--- src/rtl/pipeline_hazard_controller_pkg.sv ---
// Shared definitions for the pipeline hazard controller.
//   state_t    : controller FSM states (RUN, FP_WAIT)
//   REG_ADDR_W : register address width (0-31 integer, 32-63 FP)
//   FP_LAT_W   : width of the FP latency field carried in ID/EX
//   REG_ZERO   : hard-wired zero register; never a real destination
package pipeline_ctrl_pkg;

    typedef enum logic {
        RUN     = 1'b0,
        FP_WAIT = 1'b1
    } state_t;

    localparam int REG_ADDR_W = 6;
    localparam int FP_LAT_W   = 4;

    localparam logic [5:0] REG_ZERO = 6'd0;

endpackage

--- src/rtl/pipeline_hazard_controller_load_use_detect.sv ---
// Load-use hazard comparator.
// Flags when the instruction in ID reads a register that the load currently
// in ID/EX is about to write. r0 never hazards; FP register 32 (f0) does.
// Ports:
//   id_rs, id_rt          : source addresses of the ID instruction
//   id_uses_rt            : ID instruction actually reads rt
//   id_ex_mem_read        : ID/EX instruction is a load
//   id_ex_write_address   : ID/EX destination address
//   hazard                : one-cycle stall required
module load_use_detect #(
    parameter int REG_ADDR_W = pipeline_ctrl_pkg::REG_ADDR_W
) (
    input  logic [REG_ADDR_W-1:0] id_rs,
    input  logic [REG_ADDR_W-1:0] id_rt,
    input  logic                  id_uses_rt,
    input  logic                  id_ex_mem_read,
    input  logic [REG_ADDR_W-1:0] id_ex_write_address,
    output logic                  hazard
);
    import pipeline_ctrl_pkg::*;

    logic dest_real;
    logic rs_match;
    logic rt_match;

    assign dest_real = (id_ex_write_address != REG_ADDR_W'(REG_ZERO));
    assign rs_match  = (id_rs == id_ex_write_address);
    assign rt_match  = id_uses_rt && (id_rt == id_ex_write_address);
    assign hazard    = id_ex_mem_read && dest_real && (rs_match || rt_match);

endmodule

--- src/rtl/pipeline_hazard_controller.sv ---
// Pipeline hazard controller for the five-stage MIPS pipeline.
// Drives PC / IF/ID / ID/EX / EX/MEM enables so that load-use hazards stall
// one cycle, taken branches resolved in MEM squash the younger instructions,
// and multi-cycle FP ops hold EX for their full latency.
// Ports:
//   clk, reset (sync, active-low)
//   id_rs, id_rt, id_uses_rt            : ID instruction sources
//   id_ex_mem_read, id_ex_write_address : ID/EX load info
//   id_ex_is_fp, id_ex_fp_latency       : ID/EX multi-cycle FP op info
//   ex_mem_branch_taken                 : taken branch in EX/MEM
//   pc_write, if_id_write, if_id_flush, id_ex_write, id_ex_bubble,
//   ex_mem_bubble                       : pipeline register controls
//   fpu_start, fpu_busy                 : FPU handshake
//   stall_cycles                        : saturating count of stalled cycles
module pipeline_hazard_controller #(
    parameter int REG_ADDR_W = pipeline_ctrl_pkg::REG_ADDR_W,
    parameter int FP_LAT_W   = pipeline_ctrl_pkg::FP_LAT_W,
    parameter int PERF_W     = 16
) (
    input  logic                  clk,
    input  logic                  reset,
    input  logic [REG_ADDR_W-1:0] id_rs,
    input  logic [REG_ADDR_W-1:0] id_rt,
    input  logic                  id_uses_rt,
    input  logic                  id_ex_mem_read,
    input  logic [REG_ADDR_W-1:0] id_ex_write_address,
    input  logic                  id_ex_is_fp,
    input  logic [FP_LAT_W-1:0]   id_ex_fp_latency,
    input  logic                  ex_mem_branch_taken,
    output logic                  pc_write,
    output logic                  if_id_write,
    output logic                  if_id_flush,
    output logic                  id_ex_write,
    output logic                  id_ex_bubble,
    output logic                  ex_mem_bubble,
    output logic                  fpu_start,
    output logic                  fpu_busy,
    output logic [PERF_W-1:0]     stall_cycles
);
    import pipeline_ctrl_pkg::*;

    state_t              state;
    state_t              state_nxt;
    logic [FP_LAT_W-1:0] cnt;
    logic [FP_LAT_W-1:0] cnt_nxt;
    logic                load_use;
    logic                fp_issue;

    function automatic logic [PERF_W-1:0] sat_inc(input logic [PERF_W-1:0] v);
        return (&v) ? v : v + PERF_W'(1);
    endfunction

    load_use_detect #(
        .REG_ADDR_W (REG_ADDR_W)
    ) u_load_use_detect (
        .id_rs               (id_rs),
        .id_rt               (id_rt),
        .id_uses_rt          (id_uses_rt),
        .id_ex_mem_read      (id_ex_mem_read),
        .id_ex_write_address (id_ex_write_address),
        .hazard              (load_use)
    );

    // Latencies of 0 or 1 behave as ordinary single-cycle ops.
    assign fp_issue = id_ex_is_fp && (id_ex_fp_latency >= FP_LAT_W'(2));

    // State register, FP countdown and stall counter
    always_ff @(posedge clk) begin
        if (!reset) begin
            state        <= RUN;
            cnt          <= '0;
            stall_cycles <= '0;
        end else begin
            state <= state_nxt;
            cnt   <= cnt_nxt;
            if (!pc_write) begin
                stall_cycles <= sat_inc(stall_cycles);
            end
        end
    end

    // Next-state logic
    always_comb begin
        state_nxt = state;
        cnt_nxt   = cnt;
        case (state)
            RUN: begin
                // A taken branch squashes the FP op before it can issue.
                if (!ex_mem_branch_taken && fp_issue) begin
                    state_nxt = FP_WAIT;
                    cnt_nxt   = id_ex_fp_latency - FP_LAT_W'(1);
                end
            end
            FP_WAIT: begin
                if (cnt > FP_LAT_W'(1)) begin
                    cnt_nxt = cnt - FP_LAT_W'(1);
                end else begin
                    state_nxt = RUN;
                    cnt_nxt   = '0;
                end
            end
            default: begin
                state_nxt = RUN;
                cnt_nxt   = '0;
            end
        endcase
    end

    // Output logic
    always_comb begin
        pc_write      = 1'b1;
        if_id_write   = 1'b1;
        if_id_flush   = 1'b0;
        id_ex_write   = 1'b1;
        id_ex_bubble  = 1'b0;
        ex_mem_bubble = 1'b0;
        fpu_start     = 1'b0;
        fpu_busy      = 1'b0;
        if (!reset) begin
            pc_write      = 1'b0;
            if_id_write   = 1'b0;
            if_id_flush   = 1'b1;
            id_ex_write   = 1'b0;
            id_ex_bubble  = 1'b1;
            ex_mem_bubble = 1'b1;
        end else if (state == FP_WAIT) begin
            // Branch and load-use are ignored here: EX/MEM only holds bubbles.
            fpu_busy = 1'b1;
            if (cnt > FP_LAT_W'(1)) begin
                pc_write      = 1'b0;
                if_id_write   = 1'b0;
                id_ex_write   = 1'b0;
                ex_mem_bubble = 1'b1;
            end
        end else if (ex_mem_branch_taken) begin
            if_id_flush   = 1'b1;
            id_ex_bubble  = 1'b1;
            ex_mem_bubble = 1'b1;
        end else if (fp_issue) begin
            fpu_start     = 1'b1;
            fpu_busy      = 1'b1;
            pc_write      = 1'b0;
            if_id_write   = 1'b0;
            id_ex_write   = 1'b0;
            ex_mem_bubble = 1'b1;
        end else if (load_use) begin
            // ID/EX still loads, but it loads a bubble.
            pc_write     = 1'b0;
            if_id_write  = 1'b0;
            id_ex_bubble = 1'b1;
        end
    end

endmodule
--- config.mk ---
export PLATFORM = sky130hd
export DESIGN_NAME = pipeline_hazard_controller
export DESIGN_NICKNAME = d
export VERILOG_FILES = /design/src/rtl/pipeline_hazard_controller_pkg.sv /design/src/rtl/pipeline_hazard_controller_load_use_detect.sv /design/src/rtl/pipeline_hazard_controller.sv
export SDC_FILE = /design/constraint.sdc
export NUM_CORES = 1
export LEC_CHECK = 0
export ABC_AREA = 0
export BUFFER_PORTS_ARGS = -buffer_cell sky130_fd_sc_hd__buf_4
export CORE_UTILIZATION = 49
export CTS_CLUSTER_DIAMETER = 100
export CTS_CLUSTER_SIZE = 24
export DETAILED_ROUTE_END_ITERATION = 10
export PLACE_DENSITY = 0.79
export REMOVE_ABC_BUFFERS = 1
export SLEW_MARGIN = 5
export SYNTH_ARGS = -nofsm -noshare
export SYNTH_HDL_FRONTEND = slang
export SYNTH_SLANG_ARGS = --single-unit
--- constraint.sdc ---
create_clock -name clk -period 2.9 [get_ports clk]
set_clock_uncertainty 0.2 [all_clocks]
set_input_delay 0 -clock clk [delete_from_list [all_inputs] [get_ports clk]]
set_output_delay 0 -clock clk [all_outputs]
set_load 0.05 [all_outputs]
# Word level (Yosys, flattened, before mapping)
# Cells that the tools add are included.
[op_classes] n_addsub=3 mul=0 n_div=0 magnitude_cmp=2 eq_ne=3 n_shift=0 mux=33 n_bitwise=3 n_reduce_logical=10
[op_table] operator="1-bit two-way mux" count=29
[op_table] operator="16-bit by 1-bit adder with 16-bit output (second input constant)" count=1
[op_table] operator="16-bit AND reduction" count=1
[op_table] operator="6-bit equality test" count=2
[op_table] operator="4-bit two-way mux" count=2
[op_table] operator="4-bit case mux with 2 select lines" count=1
[op_table] operator="4-bit by 1-bit subtractor with 4-bit output (second input constant)" count=2
[op_table] operator="6-bit nonzero test" count=1
[op_table] operator="1-bit logical AND" count=5
[op_table] operator="4-bit by 2-bit greater-or-equal comparator with 1-bit output (second input constant)" count=1
[op_table] operator="4-bit by 1-bit greater-than comparator with 1-bit output (second input constant)" count=1
[op_table] operator="1-bit NOT" count=3
[op_table] operator="2-bit inequality test (second input constant)" count=1
[op_table] operator="1-bit case mux with 2 select lines" count=1
[op_table] operator="2-bit AND reduction" count=1
[op_table] operator="1-bit zero test" count=1
[op_table] operator="1-bit logical OR" count=1
[word_totals] regBits=21 latch_bits=0 mem_bits_rw=0 romBits=0 word_cells=57 mem_count=0

# Longest topological paths before layout
# Gate-level depths: netlist of run 1.
[logic_depth] word_depth=11 mapped_depth=10 mapped_depth_nobuf=8

# Cells and area by module
# A second synthesis of run 1 with hierarchy kept.
[unflattened] hier_cells=183 area_unflattened_um2=1462.7
[by_module_without_submodules] module="pipeline_hazard_controller" instances=1 cells_per_inst=164 area_each_um2=1312.5 seq_area_each_um2=420.4
[by_module_without_submodules] module="load_use_detect" instances=1 cells_per_inst=19 area_each_um2=150.1 seq_area_each_um2=0.0

# Worst setup path before layout of run 1
# OpenSTA, ideal clock, no wires.
[synth_timing] kind="reg-to-reg" startpoint="reg cnt[0]" endpoint="reg stall_cycles[12]" setup_time_ps=119 arrival_ps=2662 required_ps=2581 slack_ps=-81 stages_incl_launch_ff=9 synth_period_minus_slack_ps=2981 cell_sequence="dfxtp_1 inv_1 ha_1 nor2_1 o31ai_1 nand3_1 a21oi_1 nor3_1 o221a_2"
[synth_between] elab_chain_len=6
[synth_lines] element="start: declaration" line_no="pipeline_hazard_controller.sv:44" source="logic [FP_LAT_W-1:0] cnt;"
[synth_lines] element="start signal: assignment" line_no="pipeline_hazard_controller.sv:75" source="cnt <= cnt_nxt;"
[synth_lines] element="4-bit by 1-bit greater-than comparator with 1-bit output" line_no="pipeline_hazard_controller.sv:129" source="if (cnt > FP_LAT_W'(1)) begin"
[synth_lines] element="1-bit two-way mux (3 in series)"
[synth_lines] element="named net if_id_write" line_no="pipeline_hazard_controller.sv:31" source="output logic if_id_write,"
[synth_lines] element="1-bit NOT (no line)"
[synth_lines] element="2-bit AND reduction (no line)"
[synth_lines] element="end signal: assignment" line_no="pipeline_hazard_controller.sv:77" source="stall_cycles <= sat_inc(stall_cycles);"
[synth_lines] element="end: declaration" line_no="pipeline_hazard_controller.sv:38" source="output logic [PERF_W-1:0] stall_cycles"
# The timed path passes the listed nets, and every way through them passes these cells.
# A chain may end at the register's enable or synchronous reset.

# Worst setup path after layout of run 1
[layout_timing] startpoint="in id_ex_fp_latency[0]" endpoint="out pc_write"
[layout_between] elab_chain_len=6
[layout_lines] element="start: declaration" line_no="pipeline_hazard_controller.sv:28" source="input logic [FP_LAT_W-1:0] id_ex_fp_latency,"
[layout_lines] element="4-bit by 2-bit greater-or-equal comparator with 1-bit output" line_no="pipeline_hazard_controller.sv:65" source="assign fp_issue = id_ex_is_fp && (id_ex_fp_latency >= FP_LAT_W'(2));"
[layout_lines] element="1-bit logical AND" line_no="pipeline_hazard_controller.sv:65"
[layout_lines] element="1-bit two-way mux" line_no="pipeline_hazard_controller.sv:139" source="end else if (fp_issue) begin"
[layout_lines] element="1-bit two-way mux" line_no="pipeline_hazard_controller.sv:135" source="end else if (ex_mem_branch_taken) begin"
[layout_lines] element="1-bit two-way mux" line_no="pipeline_hazard_controller.sv:126" source="end else if (state == FP_WAIT) begin"
[layout_lines] element="1-bit two-way mux" line_no="pipeline_hazard_controller.sv:119" source="if (!reset) begin"
[layout_lines] element="end: declaration" line_no="pipeline_hazard_controller.sv:30" source="output logic pc_write,"
# Every way passes these cells.

==> results of run 1 <==
kinds of logic (layout without fill, tap and decap cells):
kind of cell               after synthesis  after routing  share of synthesized area, %
and+or+nand+nor                         66             66                         26.11
buffers and inverters                   15             74                         7.219
xor gates and xnor gates                15             15                         9.359
muxes                                    2              2                         1.426
adders and majority gates                5              5                         4.456
AOI/OAI and AO/OA                       47             48                         21.48
DFF                                     21             21                         29.95
through the flow:
| stage | setup TNS, ns | power [uW] | setup slack [ns] | cell area (um2) | hold WS (ns) |
|---|---|---|---|---|---|
| 6_report | 0 | 691.2 | 0.1259 | 1891 | 0.03919 |
| 5_1_grt | 0 | 720.9 | 0.01840 | 1891 | 0.06926 |
| 4_1_cts | 0 | 682.1 | 0.2165 | 1863 | 0.03961 |
| 3_5_place_dp | 0 | 535.2 | 0.4526 | 1777 | 0.1119 |
| 3_3_place_gp | 0 | 528.0 | 0.5379 | 1777 | 0.1096 |
| 2_1_floorplan | -1.189 | 451.0 | -0.8044 | 1333 | -0.05315 |
timing repair:
action,4_1_cts,5_1_grt
hold buffers,6,0
setup endpoints to repair,0,13
hold endpoints to repair,6,0
buffers inserted,0,2
final timing paths:
check	slack (ns)	cells after the start	end	from
setup / recovery	0.13	9	pc_write	id_ex_fp_latency[0]
hold reg to reg	0.32	2	stall_cycles[7]$_SDFFE_PN0P_	stall_cycles[7]$_SDFFE_PN0P_
hold / removal	0.04	6	cnt[1]$_SDFFE_PN0N_	id_ex_fp_latency[1]
setup reg to reg	0.50	8	stall_cycles[1]$_SDFFE_PN0P_	cnt[1]$_SDFFE_PN0N_
sequential cells by signal (all words and copies together), names as in the netlist:
signal	count
cnt	4
stall_cycles	16
state	1
cell usage in the layout (no fill, tap or decap), types with 3 or more instances in the layout:
master,Yosys,layout
a21oi_1,14,14
buf_4,1,56
clkbuf_4,0,3
dfxtp_1,21,21
dlygate4sd3_1,0,6
ha_1,5,5
inv_1,8,8
nand2_1,10,10
nand3_1,9,9
nand4_1,6,6
nor2_1,13,13
nor3_1,4,4
o21ai_0,18,18
or3_2,13,13
xnor2_1,14,14
metal layers:
layer	vias to the layer above	wire [um]	track usage [%]
li1	747	-	-
met1	730	1589	27.05
met2	60	1944	44.06
met3	6	186	3.747
met4	0	61	9.286
met5	-	0	0
final cells by class:
type | count | area, um2
multi-input combinational | 136 | 894.6
fill | 218 | 843.3
timing repair buffer | 62 | 480.5
sequential | 21 | 420.4
tap | 31 | 38.79
inverter | 8 | 30.03
clock buffer | 4 | 26.28
synth_stat cells, types with 2 or more instances:
cell type,instances
dfxtp_1,21
o21ai_0,18
a21oi_1,14
xnor2_1,14
nor2_1,13
or3_2,13
nand2_1,10
nand3_1,9
inv_1,8
nand4_1,6
ha_1,5
nor3_1,4
a22oi_1,2
and2_1,2
buf_6,2
clkbuf_1,2
mux2i_1,2
nand2b_1,2
nor4_1,2
o221ai_1,2
o22ai_1,2
power by group:
group          switching, uW  total, uW  internal (uW)  leakage [uW]
Combinational            133        232           98.7      0.000602
Clock                   91.0        145           53.8     0.0000150
Sequential              14.7        315            300      0.000170
Total                    239        691            452      0.000787
worst max-delay path, stage by stage:
cell and delay (ns):
dlygate4sd3_1 0.55, buf_4 0.13, inv_1 0.06, ha_1 0.19, o41ai_1 0.56, or2b_2 0.22
nand3_1 0.22, a21oi_1 0.37, buf_4 0.27
==> reports/results.ini, run 1 <==
[run_status]
outcome=completed

[synth]
synth_area_um2=1404
synth-async-reset-ratio_pct=0
synthFlopType=dfxtp_1
synth-seq-cells=21
synth_area_leaders=dfxtp_1 30%, xnor2_1 8.7%, or3_2 7.0%, o21ai_0 6.4%, a21oi_1 5.0%
synth_top_cell_area_share_pct=29.95
ys_seq_area_share_pct=29.95
yosysTopAreaCell=dfxtp_1
synth_cells=171
avgSynthCellArea_um2=8.210
synth_warnings=0
synthDistinctLibCells=39
synth_edf_count=0

[drt]
viasPerCell=5.889
wl_per_cell_um=14.44
ant_nets=0
dr.first_iter.drc_count=24
firstDrtPassIters=4
postRouteWirelength_um=3782
route.detailed.drc=0
vias=1543

[critical_path]
cp-end-kind=primary output
crit_arrival_ns=2.57
worstPathMaxFanout=4
worstSetupPathType=in2out
cp-start-kind=primary input
worstPathRequired_ns=2.70

[global_route]
grt_max_degree=28
grt_pass1_vias=1435
grt_pass1_wl_um=6009
grt_usage_pct=23.82
overflow=0
antenna_found_initial=0

[floorplanning]
rows=19
die_width_um=55.53
die_y_um=55.53
io_pins=52
die_area_um2=3083
start_util_pct=51.35
core_area_um2=2734

[placement]
place_hpwl_um=2743
port-buffer-count=51
gp_congestion=0.8280
dp_cells=249

[sta]
slew_viol_final=0
hold_viol_final=0
worst_slew_pin_slew_ns=0.6567
max_freq_mhz=360.5
finalSetupViolCount=0
finalCritPeriodShare_pct=95.66
slew_headroom_pct=56.17
rsz0062_at_grt=false
min_period_ns=2.774

[layout]
nets=265
area_growth_pct=34.67
utilization_pct=69.15
drive_gt1_share_pct=33.77
antennaDiodeCount=0
final_cells=262

[clock_tree]
cts_resized=0
cts-root-buf=clkbuf_4
path_clk_slew_ns=0.11
clock-sinks=21
numCtsBuffers=3
cts_tree=built
ctsLongestPathBuffers=2
insertion_delay_ns=0.31
cts_max_level=1

[power]
power.leakage_uw=0.0007871
ir_drop_uv=381.0
power_density_nw_per_um2=365.6

[run]
drv_cap=0

[worst_hold_path]
min_path_type=in2reg

Power figures use the tool's default switching activity.
==> run 2: changes to the inputs <==
ABC_AREA = 1   (was 0)
CORE_UTILIZATION = 51   (was 49)
clock period = 3.5 ns   (was 2.9 ns; I/O delays follow)
==> run 2 against run 1 <==
Effect of this change:
- combinational power is 14% lower
- synthesized area is 22% higher
- non-clock buffer count is 4 lower
- register-to-register slack better by 0.69 ns
- sequential share of layout area is 3.0 points lower
- largest cell class unchanged
- largest power group unchanged
==> reports/results.ini, run 2 <==
[run_status]
outcome=completed

[sta]
slew_viol_final=0  ; unchanged
slew_headroom_pct=58.77  ; +2.6 points
hold_viol_final=0  ; unchanged
rsz0062_at_grt=false
worst_slew_pin_slew_ns=0.6163  ; -0.04046 ns
finalCritPeriodShare_pct=73.26
min_period_ns=2.564
finalSetupViolCount=0  ; unchanged
tns_ns=0  ; unchanged
holdWs_ns=0.02151  ; -0.01768 ns
max_freq_mhz=390.0

[layout]
drive_gt1_share_pct=26.38  ; -7.4 points
final_common_cell=nand2_1
layout_common_cells=66 x nand2_1, 51 x buf_4, 40 x inv_1
nets=360  ; +36%
multiInputGateArea_um2=1067  ; +19%
largest_register_ffs=16  ; unchanged
antennaDiodeCount=0  ; unchanged
filler_cell_count=278  ; +28%
area_growth_pct=27.89
top_register=stall_cycles
regArea_um2=420.4  ; unchanged
biggestRegsByFlops=stall_cycles: 16 flops, cnt: 4 flops, state: 1 flops

[synth]
synth_warnings=0  ; unchanged
synth-async-reset-ratio_pct=0  ; unchanged
synth-seq-cells=21  ; unchanged
synth_cells=272  ; +59%
ys_seq_area_share_pct=24.60  ; -5.3 points
yosys-top-cells-count=66 x nand2_1, 40 x inv_1, 36 x nor2_1
synth_top_cell_area_share_pct=24.60  ; -5.3 points
synth_area_leaders=dfxtp_1 25%, nand2_1 14%, inv_1 8.8%, nor2_1 7.9%, a21oi_1 5.6%
yosysTopAreaCell=dfxtp_1
synthFlopType=dfxtp_1
avgSynthCellArea_um2=6.284  ; -23%
synthDistinctLibCells=34  ; -13%
synth_edf_count=0  ; unchanged
synth.most_common_cell=nand2_1
synth_area_um2=1709  ; +22%

[floorplanning]
rows=20  ; +1
die_y_um=59.89  ; +7.9%
die_width_um=59.89  ; +7.9%
io_pins=52  ; unchanged
core_area_um2=3128  ; +14%
start_util_pct=54.64  ; +3.3 points
die_area_um2=3587  ; +16%

[critical_path]
cp-start-kind=flop
worstPathRequired_ns=3.30  ; +0.60 ns
worstSetupPathType=reg2out
worstPathMaxFanout=33  ; +29
crit_arrival_ns=2.36  ; -0.21 ns
cp-end-kind=primary output

[clock_tree]
clock-sinks=21  ; unchanged
cts_resized=0  ; unchanged
cts-root-buf=clkbuf_4
cts_max_level=1  ; unchanged
numCtsBuffers=3  ; unchanged
path_clk_slew_ns=0.11  ; about the same
cts_tree=built
ctsLongestPathBuffers=2  ; unchanged
postCtsHoldBufs=7  ; +1
insertion_delay_ns=0.30  ; about the same
post-cts-setup-buffer-count=0  ; unchanged

[drt]
vias=1806  ; +17%
postRouteWirelength_um=3738  ; -1.2%
dr.first_iter.drc_count=127  ; +430%
ant_nets=0  ; unchanged
wl_per_cell_um=10.10  ; -30%
viasPerCell=4.881  ; -17%
route.detailed.drc=0  ; unchanged
firstDrtPassIters=5  ; +1

[global_route]
grt_pass1_wl_um=6430  ; +7.0%
antenna_found_initial=0  ; unchanged
grt_pass1_vias=1590  ; +11%
grt_usage_pct=22.97  ; -0.85 points
overflow=0  ; unchanged
grt_max_degree=34  ; +21%

[placement]
place_hpwl_um=2813  ; +2.5%
port-buffer-count=51  ; unchanged
gp_congestion=0.8026  ; -3.1%

[run]
drv_cap=0  ; unchanged

[power]
power_density_nw_per_um2=265.3  ; -27%
ir_drop_uv=141.7  ; -63%
power.leakage_uw=0.001051  ; +33%

[worst_hold_path]
min_path_type=in2reg

## run 2: cells by family (layout without fill, tap and decap cells)
group,count (synthesis),in the layout,share of synthesized area [%]
simple gates,156,156,44.95
buf+inv,51,105,12.96
compound gates,35,35,11.79
flops,21,21,24.60
fa+ha+maj,5,5,3.660
xor+xnor,4,4,2.050
## run 2: final timing paths
kind                       startpoint  cells after the start                             to  slack, ns
setup / recovery  cnt[0]$_SDFFE_PN0N_                      9                    if_id_write       0.94
hold reg to reg   cnt[1]$_SDFFE_PN0N_                      2            cnt[1]$_SDFFE_PN0N_       0.32
setup reg to reg  cnt[0]$_SDFFE_PN0N_                      9  stall_cycles[10]$_SDFFE_PN0P_       1.19
hold / removal            id_ex_is_fp                      6               state$_SDFF_PN0_       0.02
## run 2: report_power, final
part           switching, uW  internal, uW  total (uW)
clock network           73.8          42.6         116
registers               13.6           250         263
logic                    123          77.3         200
## run 2: through the flow
stage,util (%),power [uW],cells,setup WS (ns),instance area (um2)
global placement,66.76,459.4,359,1.315,2088
floorplan,-,394.8,264,0.6619,1650
detailed placement,66.76,461.6,359,1.228,2088
CTS,69.88,584.3,370,0.9281,2186
global route,69.88,620.2,370,0.6530,2186
finish,69.88,579.8,370,0.9358,2186
## run 2: area by class of cell
type,count,share of cell area (%)
Clock buffer,3,1.030
Clock inverter,1,0.2290
Inverter,43,7.441
Multi-Input combinational cell,200,48.83
Sequential cell,21,19.23
Tap cell,44,2.519
Timing Repair Buffer,58,20.72
## run 2: worst max-delay path: stages, from the launching register on
cell and delay [ns]:
dfxtp_1 0.35, inv_1 0.10, ha_1 0.20, nor2_1 0.08, o31ai_4 0.30, nand2_1 0.11
nor2_2 0.13, nand2_2 0.38, inv_1 0.18, buf_4 0.22
## run 2: metal layers
| metal | GRT usage, % | vias to the layer above | wire [um] |
|---|---|---|---|
| met2 | 42.38 | 51 | 1833 |
| met4 | 4.983 | 0 | 27 |
| li1 | - | 962 | - |
| met1 | 26.71 | 789 | 1691 |
| met5 | 0 | - | 0 |
| met3 | 5.195 | 4 | 186 |
==> run 3: changes to the inputs <==
CORE_UTILIZATION = 47   (was 51)
PLACE_DENSITY = 0.77   (was 0.79)
clock period = 2.2 ns   (was 3.5 ns; I/O delays follow)
==> run 3 against run 2 <==
Effect of this change:
- register-to-register slack lost 1.0 ns
- first-iteration DRC count decreased by 32%
- highest routed layer unchanged
- via count increased by 2.8%
- total power up 66%
- largest power group unchanged
- design area grew 4.1%
- core utilization shrank 3.3 points
- non-clock buffer count rose by 5
==> reports/results.ini, run 3 (synthesized netlist as in run 2, its figures left out) <==
[layout]
nets=365  ; +1.4%
area_growth_pct=33.09
final_common_cell=nand2_1
top_register=stall_cycles
biggestRegsByFlops=stall_cycles: 16 flops, cnt: 4 flops, state: 1 flops
antennaDiodeCount=0  ; unchanged
largest_register_ffs=16  ; unchanged
layout_common_cells=66 x nand2_1, 52 x buf_4, 36 x inv_1, 36 x nor2_1, 20 x dfxtp_1
drive_gt1_share_pct=29.00  ; +2.6 points

[sta]
holdWs_ns=0.02613  ; +0.004623 ns
slew_headroom_pct=75.62  ; +17 points
min_period_ns=2.079
worst_slew_pin_slew_ns=0.3652  ; -0.2511 ns
max_freq_mhz=480.9
slew_viol_final=0  ; unchanged
hold_viol_final=0  ; unchanged
finalSetupViolCount=0  ; unchanged
finalCritPeriodShare_pct=94.51

[power]
ir_drop_uv=246.1  ; +74%
report.power.total_uw=964.9  ; +66%
power.leakage_uw=0.001086  ; +3.4%
power_density_nw_per_um2=424.2  ; +60%

[floorplanning]
start_util_pct=50.04  ; -4.6 points
die_width_um=62.31  ; +4.0%
die_y_um=62.31  ; +4.0%
rows=21  ; +5.0%
core_area_um2=3416  ; +9.2%
io_pins=52  ; unchanged
die_area_um2=3882  ; +8.2%

[worst_hold_path]
min_path_type=in2reg

[global_route]
grt_max_degree=34  ; unchanged
antenna_found_initial=0  ; unchanged
grt_usage_pct=20.42  ; -2.6 points
grt_pass1_wl_um=6734  ; +4.7%
grt_pass1_vias=1676  ; +5.4%
overflow=0  ; unchanged

[clock_tree]
path_clk_slew_ns=0.11  ; about the same
cts-root-buf=clkbuf_4
numCtsBuffers=3  ; unchanged
ctsLongestPathBuffers=2  ; unchanged
clock-sinks=21  ; unchanged
cts_max_level=1  ; unchanged
cts_tree=built
insertion_delay_ns=0.31  ; about the same

[drt]
wl_per_cell_um=10.54  ; +4.3%
dr.first_iter.drc_count=86  ; -32%
postRouteWirelength_um=3973  ; +6.3%
vias=1856  ; +2.8%
route.detailed.drc=0  ; unchanged
viasPerCell=4.923  ; +0.86%
ant_nets=0  ; unchanged
firstDrtPassIters=4  ; -1

[critical_path]
worstSetupPathType=reg2out
crit_path_max_incr_delay_ns=0.35  ; -0.03 ns
worstPathMaxFanout=17  ; -48%
worstPathRequired_ns=2.00  ; -1.30 ns
crit_path_top_delay_cell=dfxtp_2
crit_top_cell=inv_2
cp-start-kind=flop
crit_chain=inv_2 > ha_2 > nor2_1 > o31ai_4 > nand2_1 > nor2_2 > nand2_2 > buf_12 > inv_2 > buf_8
path_delay_family=buffers and inverters
path_buf_inv=4  ; +1
cp-end-kind=primary output
crit_arrival_ns=1.88  ; -0.48 ns

[placement]
port-buffer-count=51  ; unchanged
place_hpwl_um=2905  ; +3.3%
gp_congestion=0.7848  ; -2.2%

[run_status]
outcome=completed

[run]
drv_cap=0  ; unchanged

[run 3: changes by cell type in the layout (fill, tap and decap cells not counted), sizes merged]
cell / delta
inv: +1
clkbuf: +2
clkinv: -2
buf: +4
[run 3: metal layers]
layer / global-route usage [%] / wire length, um / up-vias
met4: 3.488 / 26 / 0
met3: 3.309 / 167 / 2
met1: 26.35 / 1801 / 829
met5: 0 / 0 / -
met2: 35.99 / 1977 / 46
li1: - / - / 979
[run 3: tightest hold or removal path, delay by kind of cell]
kind	cells	cell delay (ns)
AOI/OAI and AO/OA	2	0.17
buffers and inverters	2	0.17
and+or+nand+nor	2	0.14
[run 3: path summary, 6_finish.rpt]
path	start	to	slack (ns)	depth (start not counted)
worst min register to register	cnt[1]$_SDFFE_PN0N_	cnt[1]$_SDFFE_PN0N_	0.29	2
worst max register to register	stall_cycles[0]$_SDFFE_PN0P_	stall_cycles[14]$_SDFFE_PN0P_	0.14	12
worst min-delay path	id_ex_is_fp	state$_SDFF_PN0_	0.03	6
worst max-delay path	cnt[0]$_SDFFE_PN0N_	pc_write	0.12	10
[run 3: stage by stage]
step / setup slack (ns) / std cells / TNS [ns] / cell area (um2) / util (%)
detailed placement: 0.1429 / 363 / 0 / 2118 / 62.01
global route: -0.008303 / 377 / -0.01436 / 2275 / 66.59
CTS: 0.02433 / 374 / 0 / 2215 / 64.84
floorplan: -0.6381 / 264 / -5.981 / 1650 / -
finish: 0.1207 / 377 / 0 / 2275 / 66.59
global placement: 0.2310 / 363 / 0 / 2118 / 62.01
[run 3: timing repair]
action,in CTS,in global routing
setup buffers,0,2
hold endpoints to repair,21,0
resized for setup,0,12
hold buffers,7,0
setup endpoints to repair,0,9
[run 3: where the power goes]
group / switching, uW / internal [uW]
sequential: 21.9 / 398
combinational: 204 / 150
clock: 120 / 70.7
total: 346 / 619
[run 3: layout make-up]
type / instances / area [um2]
sequential: 21 / 421.7
timing repair buffer: 63 / 535.5
fill: 332 / 1141
tap: 46 / 57.56
inverter: 43 / 163.9
clock buffer: 4 / 26.28
multi-input combinational: 200 / 1070
